### src/rtl/pll_loader_pkg.sv
// Shared types and defaults for the PLL serial loader: FSM encoding,
// default parameter values and a width helper.
package pll_loader_pkg;

  typedef enum logic [1:0] {
    ST_IDLE   = 2'd0,
    ST_SHIFT  = 2'd1,
    ST_LATCH  = 2'd2,
    ST_ACTIVE = 2'd3
  } state_t;

  localparam int DEF_NUM_REGS = 10;
  localparam int DEF_REG_W    = 32;
  localparam int DEF_DIV      = 1;
  localparam int DEF_LE_HOLD  = 2;

  // Index width that stays at least one bit for single-entry ranges.
  function automatic int width_of(input int n);
    return (n > 1) ? $clog2(n) : 1;
  endfunction

endpackage

### src/rtl/ff_sync.sv
// Multi-stage flop synchroniser for asynchronous inputs, synchronous
// active-low reset clears every stage.
module ff_sync #(
  parameter int WIDTH  = 1,
  parameter int STAGES = 2
) (
  input  logic             clk,
  input  logic             srst_n,
  input  logic [WIDTH-1:0] d,
  output logic [WIDTH-1:0] q
);

  logic [WIDTH-1:0] stage_q [STAGES];
  logic [WIDTH-1:0] stage_d [STAGES];

  always_comb begin
    stage_d[0] = d;
    for (int i = 1; i < STAGES; i++) begin
      stage_d[i] = stage_q[i-1];
    end
  end

  always_ff @(posedge clk) begin
    if (!srst_n) begin
      for (int i = 0; i < STAGES; i++) begin
        stage_q[i] <= '0;
      end
    end else begin
      stage_q <= stage_d;
    end
  end

  assign q = stage_q[STAGES-1];

endmodule

### src/rtl/pll_serial_loader.sv
// Serial programmer for a PLL synthesiser: shifts NUM_REGS words MSB first,
// highest index first. Define PLL_SERIAL_LOADER_RAMP_DET_EN for ramp detection.
module pll_serial_loader
  import pll_loader_pkg::*;
#(
  parameter int NUM_REGS = DEF_NUM_REGS,
  parameter int REG_W    = DEF_REG_W,
  parameter int DIV      = DEF_DIV,
  parameter int LE_HOLD  = DEF_LE_HOLD
) (
  input  logic                          clk,
  input  logic                          srst_n,
  input  logic                          reg_wr,
  input  logic [width_of(NUM_REGS)-1:0] reg_addr,
  input  logic [REG_W-1:0]              reg_wdata,
  input  logic                          start,
  input  logic                          abort,
  input  logic                          muxout,
  output logic                          busy,
  output logic                          done,
  output logic                          active,
  output logic                          sclk,
  output logic                          sdata,
  output logic                          le,
  output logic                          ce,
  output logic                          ramp_start
);

  localparam int ADDR_W = width_of(NUM_REGS);
  localparam int BIT_W  = width_of(REG_W);
  localparam int CNT_W  = width_of((DIV > LE_HOLD) ? DIV : LE_HOLD);

  localparam logic [ADDR_W-1:0] LAST_WORD = ADDR_W'(NUM_REGS - 1);
  localparam logic [BIT_W-1:0]  LAST_BIT  = BIT_W'(REG_W - 1);
  localparam logic [CNT_W-1:0]  DIV_END   = CNT_W'(DIV - 1);
  localparam logic [CNT_W-1:0]  HOLD_END  = CNT_W'(LE_HOLD - 1);

  state_t            state_q, state_d;
  logic [ADDR_W-1:0] word_idx_q, word_idx_d;
  logic [BIT_W-1:0]  bit_idx_q, bit_idx_d;
  logic [CNT_W-1:0]  cnt_q, cnt_d;
  logic              sclk_q, sclk_d;
  logic              done_q, done_d;
  logic              ce_q, ce_d;

  // Register file has no reset so contents survive srst_n.
  logic [REG_W-1:0] regs_q [NUM_REGS];
  logic [REG_W-1:0] regs_d [NUM_REGS];

  always_comb begin
    regs_d = regs_q;
    if (reg_wr && !busy && (int'(reg_addr) < NUM_REGS)) begin
      regs_d[reg_addr] = reg_wdata;
    end
  end

  always_ff @(posedge clk) begin
    regs_q <= regs_d;
  end

  always_comb begin
    state_d    = state_q;
    word_idx_d = word_idx_q;
    bit_idx_d  = bit_idx_q;
    cnt_d      = cnt_q;
    sclk_d     = sclk_q;
    done_d     = 1'b0;
    ce_d       = 1'b1;
    case (state_q)
      ST_IDLE, ST_ACTIVE: begin
        if (start) begin
          state_d    = ST_SHIFT;
          word_idx_d = LAST_WORD;
          bit_idx_d  = LAST_BIT;
          cnt_d      = '0;
          sclk_d     = 1'b0;
        end
      end
      ST_SHIFT: begin
        // Each bit: DIV cycles low (data may move), then DIV cycles high.
        if (cnt_q == DIV_END) begin
          cnt_d = '0;
          if (!sclk_q) begin
            sclk_d = 1'b1;
          end else begin
            sclk_d = 1'b0;
            if (bit_idx_q == '0) begin
              state_d = ST_LATCH;
            end else begin
              bit_idx_d = bit_idx_q - BIT_W'(1);
            end
          end
        end else begin
          cnt_d = cnt_q + CNT_W'(1);
        end
      end
      ST_LATCH: begin
        if (cnt_q == HOLD_END) begin
          cnt_d = '0;
          if (word_idx_q == '0) begin
            state_d = ST_ACTIVE;
            done_d  = 1'b1;
          end else begin
            state_d    = ST_SHIFT;
            word_idx_d = word_idx_q - ADDR_W'(1);
            bit_idx_d  = LAST_BIT;
          end
        end else begin
          cnt_d = cnt_q + CNT_W'(1);
        end
      end
      default: state_d = ST_IDLE;
    endcase
    if (abort) begin
      state_d = ST_IDLE;
      sclk_d  = 1'b0;
      done_d  = 1'b0;
    end
  end

  always_ff @(posedge clk) begin
    if (!srst_n) begin
      state_q    <= ST_IDLE;
      word_idx_q <= '0;
      bit_idx_q  <= '0;
      cnt_q      <= '0;
      sclk_q     <= 1'b0;
      done_q     <= 1'b0;
      ce_q       <= 1'b0;
    end else begin
      state_q    <= state_d;
      word_idx_q <= word_idx_d;
      bit_idx_q  <= bit_idx_d;
      cnt_q      <= cnt_d;
      sclk_q     <= sclk_d;
      done_q     <= done_d;
      ce_q       <= ce_d;
    end
  end

  assign busy   = (state_q == ST_SHIFT) || (state_q == ST_LATCH);
  assign active = (state_q == ST_ACTIVE);
  assign done   = done_q;
  assign ce     = ce_q;
  assign le     = (state_q != ST_SHIFT);
  assign sclk   = (state_q == ST_SHIFT) && sclk_q;
  assign sdata  = (state_q == ST_SHIFT) ? regs_q[word_idx_q][bit_idx_q] : 1'b0;

`ifdef PLL_SERIAL_LOADER_RAMP_DET_EN
  logic mux_s;
  logic mux_prev_q, mux_prev_d;
  logic ramp_q, ramp_d;

  ff_sync #(.WIDTH(1), .STAGES(2)) u_mux_sync (
    .clk    (clk),
    .srst_n (srst_n),
    .d      (muxout),
    .q      (mux_s)
  );

  always_comb begin
    mux_prev_d = mux_s;
    ramp_d     = active && mux_prev_q && !mux_s;
  end

  always_ff @(posedge clk) begin
    if (!srst_n) begin
      mux_prev_q <= 1'b0;
      ramp_q     <= 1'b0;
    end else begin
      mux_prev_q <= mux_prev_d;
      ramp_q     <= ramp_d;
    end
  end

  assign ramp_start = ramp_q;
`else
  logic unused_muxout;
  assign unused_muxout = muxout;
  assign ramp_start    = 1'b0;
`endif

endmodule

### config.mk
export PLATFORM = sky130hd
export DESIGN_NAME = pll_serial_loader
export DESIGN_NICKNAME = d
export VERILOG_FILES = /design/src/rtl/pll_loader_pkg.sv /design/src/rtl/ff_sync.sv /design/src/rtl/pll_serial_loader.sv
export SDC_FILE = /design/constraint.sdc
export NUM_CORES = 1
export LEC_CHECK = 0
export ABC_AREA = 1
export CAP_MARGIN = 30
export CORE_ASPECT_RATIO = 0.5
export CORE_MARGIN = 1
export CORE_UTILIZATION = 40
export DETAILED_ROUTE_END_ITERATION = 10
export HOLD_SLACK_MARGIN = 0.05
export PLACE_DENSITY = 0.53
export SYNTH_ARGS = -nofsm -noshare
export SYNTH_HDL_FRONTEND = slang
export SYNTH_SLANG_ARGS = --single-unit
### constraint.sdc
create_clock -name clk -period 8 [get_ports clk]
set_input_delay 1.2 -clock clk [delete_from_list [all_inputs] [get_ports clk]]
set_output_delay 1.2 -clock clk [all_outputs]
set_load 0.02 [all_outputs]
==> results of run 1 <==
[flip-flops by register name (all words and copies together) (netlist names)]
signal,count
ce,1
state_q,2
done,1
word_idx_q,4
cnt_q,1
sclk_q,1
bit_idx_q,5
regs_q,320
[power groups by stage]
stage          combinational [uW]  sequential [uW]  clock (uW)
6_report                      635             2000        1340
5_1_grt                       715             2000        1440
4_1_cts                       636             2000        1370
3_5_place_dp                  633             2030           0
3_3_place_gp                  627             2030           0
2_1_floorplan                 447             2000           0
[per-stage QoR]
stage	hold slack, ns	instances	utilization, %
after floorplan	0.451	1254	-
after global placement	0.469	1725	44.2
after detailed placement	0.477	1725	44.2
after CTS	0.487	1783	46.8
after global routing	0.516	1783	46.8
final	0.492	1783	46.8
[kinds of logic (layout without fill, tap and decap cells)]
kind of cell             Yosys count  count (layout)
AND/OR/NAND/NOR                  619             619
adder cells (fa/ha/maj)            8               8
buffers and inverters            135             199
flip-flops                       335             335
other                              1               1
XOR/XNOR                           2               2
AO/OA/AOI/OAI                    154             154
[critical path, cell delays in order (launching register included)]
cell	delay, ns
dfxtp_4	0.62
inv_6	0.71
buf_4	0.64
o21ai_0	0.20
o21ai_1	0.10
nand2_1	0.06
nand3_1	0.21
nand2_1	0.07
nand3_1	0.13
nand2_1	0.06
nand3_1	0.10
nor2_1	0.05
nor2_1	0.15
clkdlybuf4s50_1	0.63
[layer usage]
metal	track usage, %	up-vias	wire length [um]
met2	31.3	244	15500
met5	0	-	0
li1	-	4350	-
met1	29.0	4349	16200
met4	3.64	0	514
met3	3.16	46	2070
[layout make-up]
type / instances / area share (%)
flip-flops and latches: 335 / 62.9
multi-input cells: 784 / 21.9
clock buffers: 36 / 5.04
repair buffers: 67 / 3.94
well taps: 465 / 3.69
inverters: 74 / 1.80
clock inverters: 22 / 0.635
[synth_stat cells, types with 2 or more instances]
cell type  count  share of area (%)
o21ai_1       35                1.3
clkbuf_1      10               0.27
xor2_1         2               0.13
buf_4         14               0.76
a211oi_1       2               0.11
nor2_1       144                3.9
nand3_1       91                3.3
inv_2          3              0.081
nand2_1      373                 10
ha_1           8               0.72
inv_1         70                1.9
edfxtp_1     320                 69
o21ai_0       67                2.4
a31oi_1        3               0.13
nor3_1         2              0.072
buf_6          2               0.16
dfxtp_1       15                2.2
buf_2         35                1.3
nand4_1        2              0.090
o22ai_1        8               0.36
a21oi_1       37                1.3
nor4_1         4               0.18
[final timing paths]
check | start | to | slack (ns) | cells past startpoint
setup / recovery | word_idx_q[0] | sdata | 2.41 | 13
hold / removal | cnt_q | done | 0.49 | 2
setup reg to reg | word_idx_q[0] | word_idx_q[3] | 4.93 | 11
hold reg to reg | cnt_q | done | 0.49 | 2
==> metrics.csv, run 1 <==
stage,metric,value,unit
outcome,status,completed,
final_layout,fin_nets,1343,
detailed_routing,drt-initial-drc-count,778,
clock_network,cts_root_buffer,clkbuf_16,
detailed_routing,via_count,8989,
detailed_routing,wl_per_cell,19.2,um
clock_network,htree_levels,1,
critical_path,cp.arrival,4.39,ns
final_layout,ff_latch_area,0.00991,mm2
clock_network,clk_pin_slew,0.07,ns
final_layout,fillers,3059,
synthesis,ys.flop_type,edfxtp_1,
pwr,combPwrFrac,16.0,%
clock_network,post_cts_buffers,0,
pwr,sequentialPowerShare,50.3,%
synthesis,synth-simple-area-share,17.7,%
pwr,p_switching,1130,uW
clock_network,cts.path.max_buffers,3,
detailed_routing,drcViolationCount,0,
floorplanning,die-area,0.0356,mm2
synthesis,synthArstFlopShare,0,%
sta,maxSlewViolCount,0,
sta,tns,0,ns
detailed_routing,drt_wl_total,34300,um
synthesis,synth_compound_area_share,5.73,%
clock_network,insertion_delay,0.58,ns
clock_network,cts_tree,built,
floorplanning,initial_core_util,41.4,%
critical_path,required,6.80,ns
placed_design,hpwlAfterDp,17700,um
global_route,grt_pass1_vias,8704,
pwr,irDropWorstVdd,0.133,mV
floorplanning,rows,47,
synthesis,yosys_warnings,0,
pwr,p_sw_share,28.4,%
pwr,internal_power,2840,uW
sta,hold_viol_final,0,
synthesis,synth_top_family_by_area,simple AND/OR/NAND/NOR gates,
pwr,leakage,0.00578,uW
pwr,finalPower,3970,uW
floorplanning,core_area,0.0336,mm2
final_layout,drive_gt1_share,6.30,%
critical_path,start_kind,register,
sta,setup_viol,0,
placed_design,place_worst_setup_slack,2.96,ns
synthesis,synth_nets,1304,
final_layout,num_antenna_cells,0,
synthesis,yosys.area_share.xor_xnor,0.126,%
final_layout,syn2layout_area_growth,13.2,%
clock_network,hold_buffers,0,
final_layout,final_cell_area,0.0158,mm2
synthesis,avgSynthCellArea,11.1,um2
global_route,grt_pass1_wl,52900,um
sta,finalCriticalPeriod,5.59,ns
sta,worst_slack,2.41,ns
final_layout,mostFrequentLayoutCell,nand2_1,
sta,post-route-period-util,69.9,%
detailed_routing,drt_pass1_iterations,5,
synthesis,yosys.area_share.adder,0.719,%
placed_design,portBuffers,47,
synthesis,ys_ff_latch,335,
synthesis,syn_area,0.0139,mm2
placed_design,place_congestion,0.806,
synthesis,synthDistinctLibCells,29,
global_route,overflow,0,
critical_path,crit_fanout,100,
placed_design,placed_cell_area,0.0149,mm2
floorplanning,num_io_pins,50,
clock_network,cts_resized,0,
global_route,grt_use_total,19.8,%
sta,fmax,179,MHz
pwr,power_density,252,mW/mm2
synthesis,synthMuxAreaShare,0,%
clock_network,clock-sinks,335,
sta,slew_headroom,33.4,%
critical_path,setup.worst_path.end_class,output port,
pwr,p_clk_share,33.7,%
final_layout,most-common-layout-cells,"373 x nand2_1, 320 x edfxtp_1, 136 x nor2_1",
final_layout,multiInputGateArea,0.00346,mm2
detailed_routing,viasPerCell,5.04,
synthesis,yosysSeqAreaShare,71.2,%
synthesis,synth_cells,1254,
floorplanning,die_h,134,um
global_route,grt_max_degree,101,
detailed_routing,drtAntennaViolNets,0,
sta,rsz0062_at_grt,no,
clock_network,cts_buffers,31,
global_route,antenna_found_initial,0,
critical_path,worstSetupPathType,reg -> out,
synthesis,synth_edf_count,320,
job,maxCapViolations,0,
sta,fin_skew,0.0201,ns
sta,worstMarginPinSlew,0.999,ns
min_path,hold_class,reg -> reg,
floorplanning,die_w,266,um
Note: power is estimated with default switching activity, not from simulation.
==> run 2, diff against run 1 <==
==> constraint.sdc (replaced) <==
create_clock -name clk -period 5.2 [get_ports clk]
set_input_delay 0.78 -clock clk [delete_from_list [all_inputs] [get_ports clk]]
set_output_delay 0.78 -clock clk [all_outputs]
set_load 0.02 [all_outputs]
==> run 2 against run 1 <==
Effect of this change: first-iteration DRC count up 15%; combinational power grew 65%; global-route usage is 0.17 points higher; clock skew fell by 0.0028 ns; total power increased by 61%; register-to-register slack lost 2.7 ns; sequential share of layout area fell by 0.92 points; die area unchanged; routed wire length up 0.63%; clock-buffer cell count rose by 2.
==> metrics.csv, run 2 (same netlist as run 1, synthesis figures left out) <==
stage,metric,value,unit,change
critical_path,crit_fanout,45,,-55%
global_route,grt_use_total,19.9,%,+0.17 points
sta,finalCriticalPeriod,4.48,ns,
sta,tns,0,ns,unchanged
clock_network,post_cts_buffers,0,,unchanged
final_layout,fin_nets,1351,,+0.60%
final_layout,mostFrequentLayoutCell,nand2_1,,
clock_network,insertion_delay,0.58,ns,about the same
min_path,hold_class,reg -> reg,,
critical_path,start_kind,register,,
placed_design,placed_cell_area,0.0150,mm2,+0.83%
global_route,antenna_found_initial,0,,unchanged
detailed_routing,via_count,9139,,+1.7%
sta,worstMarginPinSlew,0.900,ns,-0.0995 ns
detailed_routing,wl_per_cell,19.3,um,+0.23%
critical_path,worstSetupPathType,reg -> out,,
clock_network,cts.path.max_buffers,3,,unchanged
placed_design,dp.cells,1733,,+0.46%
pwr,p_sw_share,27.6,%,-0.84 points
sta,slew_headroom,39.9,%,+6.5 points
pwr,irDropWorstVdd,0.266,mV,+100%
floorplanning,die_h,134,um,unchanged
min_path,holdPathEnd,sclk_q,,
detailed_routing,viasPerCell,5.11,,+1.3%
critical_path,crit_slowest_cell,clkdlybuf4s50_1,,
critical_path,cpLargestDelayFamily,buffers and inverters,,
final_layout,final_cell_area,0.0160,mm2,+1.5%
sta,fin_hold_ws,0.494,ns,+0.00154 ns
global_route,grt.met3_usage,3.41,%,+0.26 points
detailed_routing,drt_wl_total,34500,um,+0.63%
critical_path,path_cells,buf_4 -> buf_4 -> o21ai_1 -> o22ai_1 -> nand2_1 -> nand3_1 -> nand2_1 -> nand3_1 -> nand2_1 -> nor2_1 -> nor2_1 -> nor2_1 -> clkdlybuf4s50_1,,
clock_network,hold_buffers,0,,unchanged
critical_path,reg2regPathDepth,7,,-4
global_route,grt_max_degree,80,,-21%
floorplanning,die-area,0.0356,mm2,unchanged
final_layout,top_register,regs_q,,
min_path,holdCritStartpoint,sclk_q,,
critical_path,r2r_setup_slack,2.19,ns,-2.74 ns
pwr,internal_power,4610,uW,+62%
detailed_routing,drtAntennaViolNets,0,,unchanged
sta,maxSlewViolCount,0,,unchanged
final_layout,instances_no_fill,1790,,+0.39%
final_layout,drive_gt1_share,7.09,%,+0.80 points
global_route,grt_use_met1,28.0,%,-0.96 points
pwr,combPwrFrac,16.4,%,+0.4 points
min_path,hold_depth,2,,unchanged
sta,fmax,223,MHz,
clock_network,cts_root_buffer,clkbuf_16,,
detailed_routing,drcViolationCount,0,,unchanged
job,maxCapViolations,0,,unchanged
global_route,grtUsageMet2,32.3,%,+0.97 points
global_route,overflow,0,,unchanged
pwr,p_switching,1760,uW,+56%
final_layout,most-common-layout-cells,"373 x nand2_1, 320 x edfxtp_1, 136 x nor2_1",,
floorplanning,num_io_pins,50,,unchanged
sta,post-route-period-util,86.1,%,
pwr,power_density,399,mW/mm2,+58%
pwr,leakage,0.00588,uW,+1.7%
critical_path,r2r-end,regs_q[298],,
clock_network,cts_tree,built,,
floorplanning,initial_core_util,41.4,%,unchanged
floorplanning,core_area,0.0336,mm2,unchanged
sta,hold_viol_final,0,,unchanged
detailed_routing,drt-initial-drc-count,894,,+15%
critical_path,r2r-start,state_q[0],,
final_layout,largestRegisters,"regs_q: 320 flops, bit_idx_q: 5 flops, word_idx_q: 4 flops",,
clock_network,htree_levels,1,,unchanged
critical_path,max_stage_delay,0.63,ns,-0.08 ns
critical_path,cp.arrival,3.70,ns,-0.69 ns
clock_network,cts_buffers,31,,unchanged
detailed_routing,drt_pass1_iterations,5,,unchanged
placed_design,portBuffers,47,,unchanged
critical_path,required,4.42,ns,-2.38 ns
clock_network,clock-sinks,335,,unchanged
clock_network,cts_resized,0,,unchanged
clock_network,clk_pin_slew,0.07,ns,about the same
sta,setup_viol,0,,unchanged
critical_path,setup.worst_path.end_class,output port,,
pwr,sequentialPowerShare,47.7,%,-2.6 points
critical_path,cp.depth,13,,unchanged
global_route,grt_most_used_layer,met2,,
pwr,finalPower,6370,uW,+61%
placed_design,hpwlAfterDp,18400,um,+4.3%
final_layout,num_antenna_cells,0,,unchanged
critical_path,critPathBufInv,3,,unchanged
outcome,status,completed,,
final_layout,syn2layout_area_growth,14.9,%,
global_route,grt_pass1_vias,8848,,+1.7%
floorplanning,rows,47,,unchanged
sta,fin_skew,0.0173,ns,-0.00277 ns
sta,rsz0062_at_grt,no,,
placed_design,place_congestion,0.844,,+4.8%
floorplanning,die_w,266,um,unchanged
global_route,grt_pass1_wl,53000,um,+0.37%
final_layout,largest_register_ffs,320,,unchanged
pwr,p_clk_share,35.9,%,+2.2 points
## run 2: changes by cell type in the layout (fill, tap and decap cells not counted), sizes merged
cell      previous run  this run
clkinvlp             0         2
bufinv               0         4
inv                 75        76
buf                 20        28
clkinv              21        11
clkbuf              36        38
## run 2: cell type report
cell class,count,area [um2]
Clock inverter,19,204
Inverter,74,283
Sequential cell,335,9910
Clock buffer,38,802
Multi-Input combinational cell,784,3460
Tap cell,465,582
Fill cell,3083,17700
Timing Repair Buffer,75,743
## run 2: power groups by stage
stage	Combinational, uW	Clock, uW	Sequential, uW
after global routing	1170	2420	3050
after global placement	1040	0	3100
final	1050	2280	3040
after floorplan	687	0	3070
after detailed placement	1050	0	3100
after CTS	1050	2330	3040
## run 2: worst register-to-register path: cells and delay by family, from the launching register on
kind / cells / cell delay (ns)
buf+inv: 2 / 0.53
fa+ha+maj: 1 / 0.42
simple gates: 4 / 1.33
flops: 1 / 0.39
## run 2: worst max-delay path by stage
stage             startpoint  slack (ns)     endpoint
4_1_cts        word_idx_q[1]        0.68        sdata
2_1_floorplan    reg_addr[1]        0.41  regs_q[100]
3_3_place_gp   word_idx_q[1]        1.29        sdata
3_5_place_dp   word_idx_q[1]        1.30        sdata
6_report       word_idx_q[1]        0.72        sdata
5_1_grt        word_idx_q[1]        0.35        sdata
## run 2: metal layers
layer  vias to the layer above  wire (um)
met2                       263      15900
li1                       4386          -
met3                        61       2080
met4                         0        720
met1                      4429      15800
met5                         -          0
## run 2: per-stage QoR
stage               utilization, %  worst slack (ns)
floorplan                        -             0.409
global placement              44.5              1.29
detailed placement            44.5              1.30
CTS                           47.5             0.684
global route                  47.5             0.354
finish                        47.5             0.721
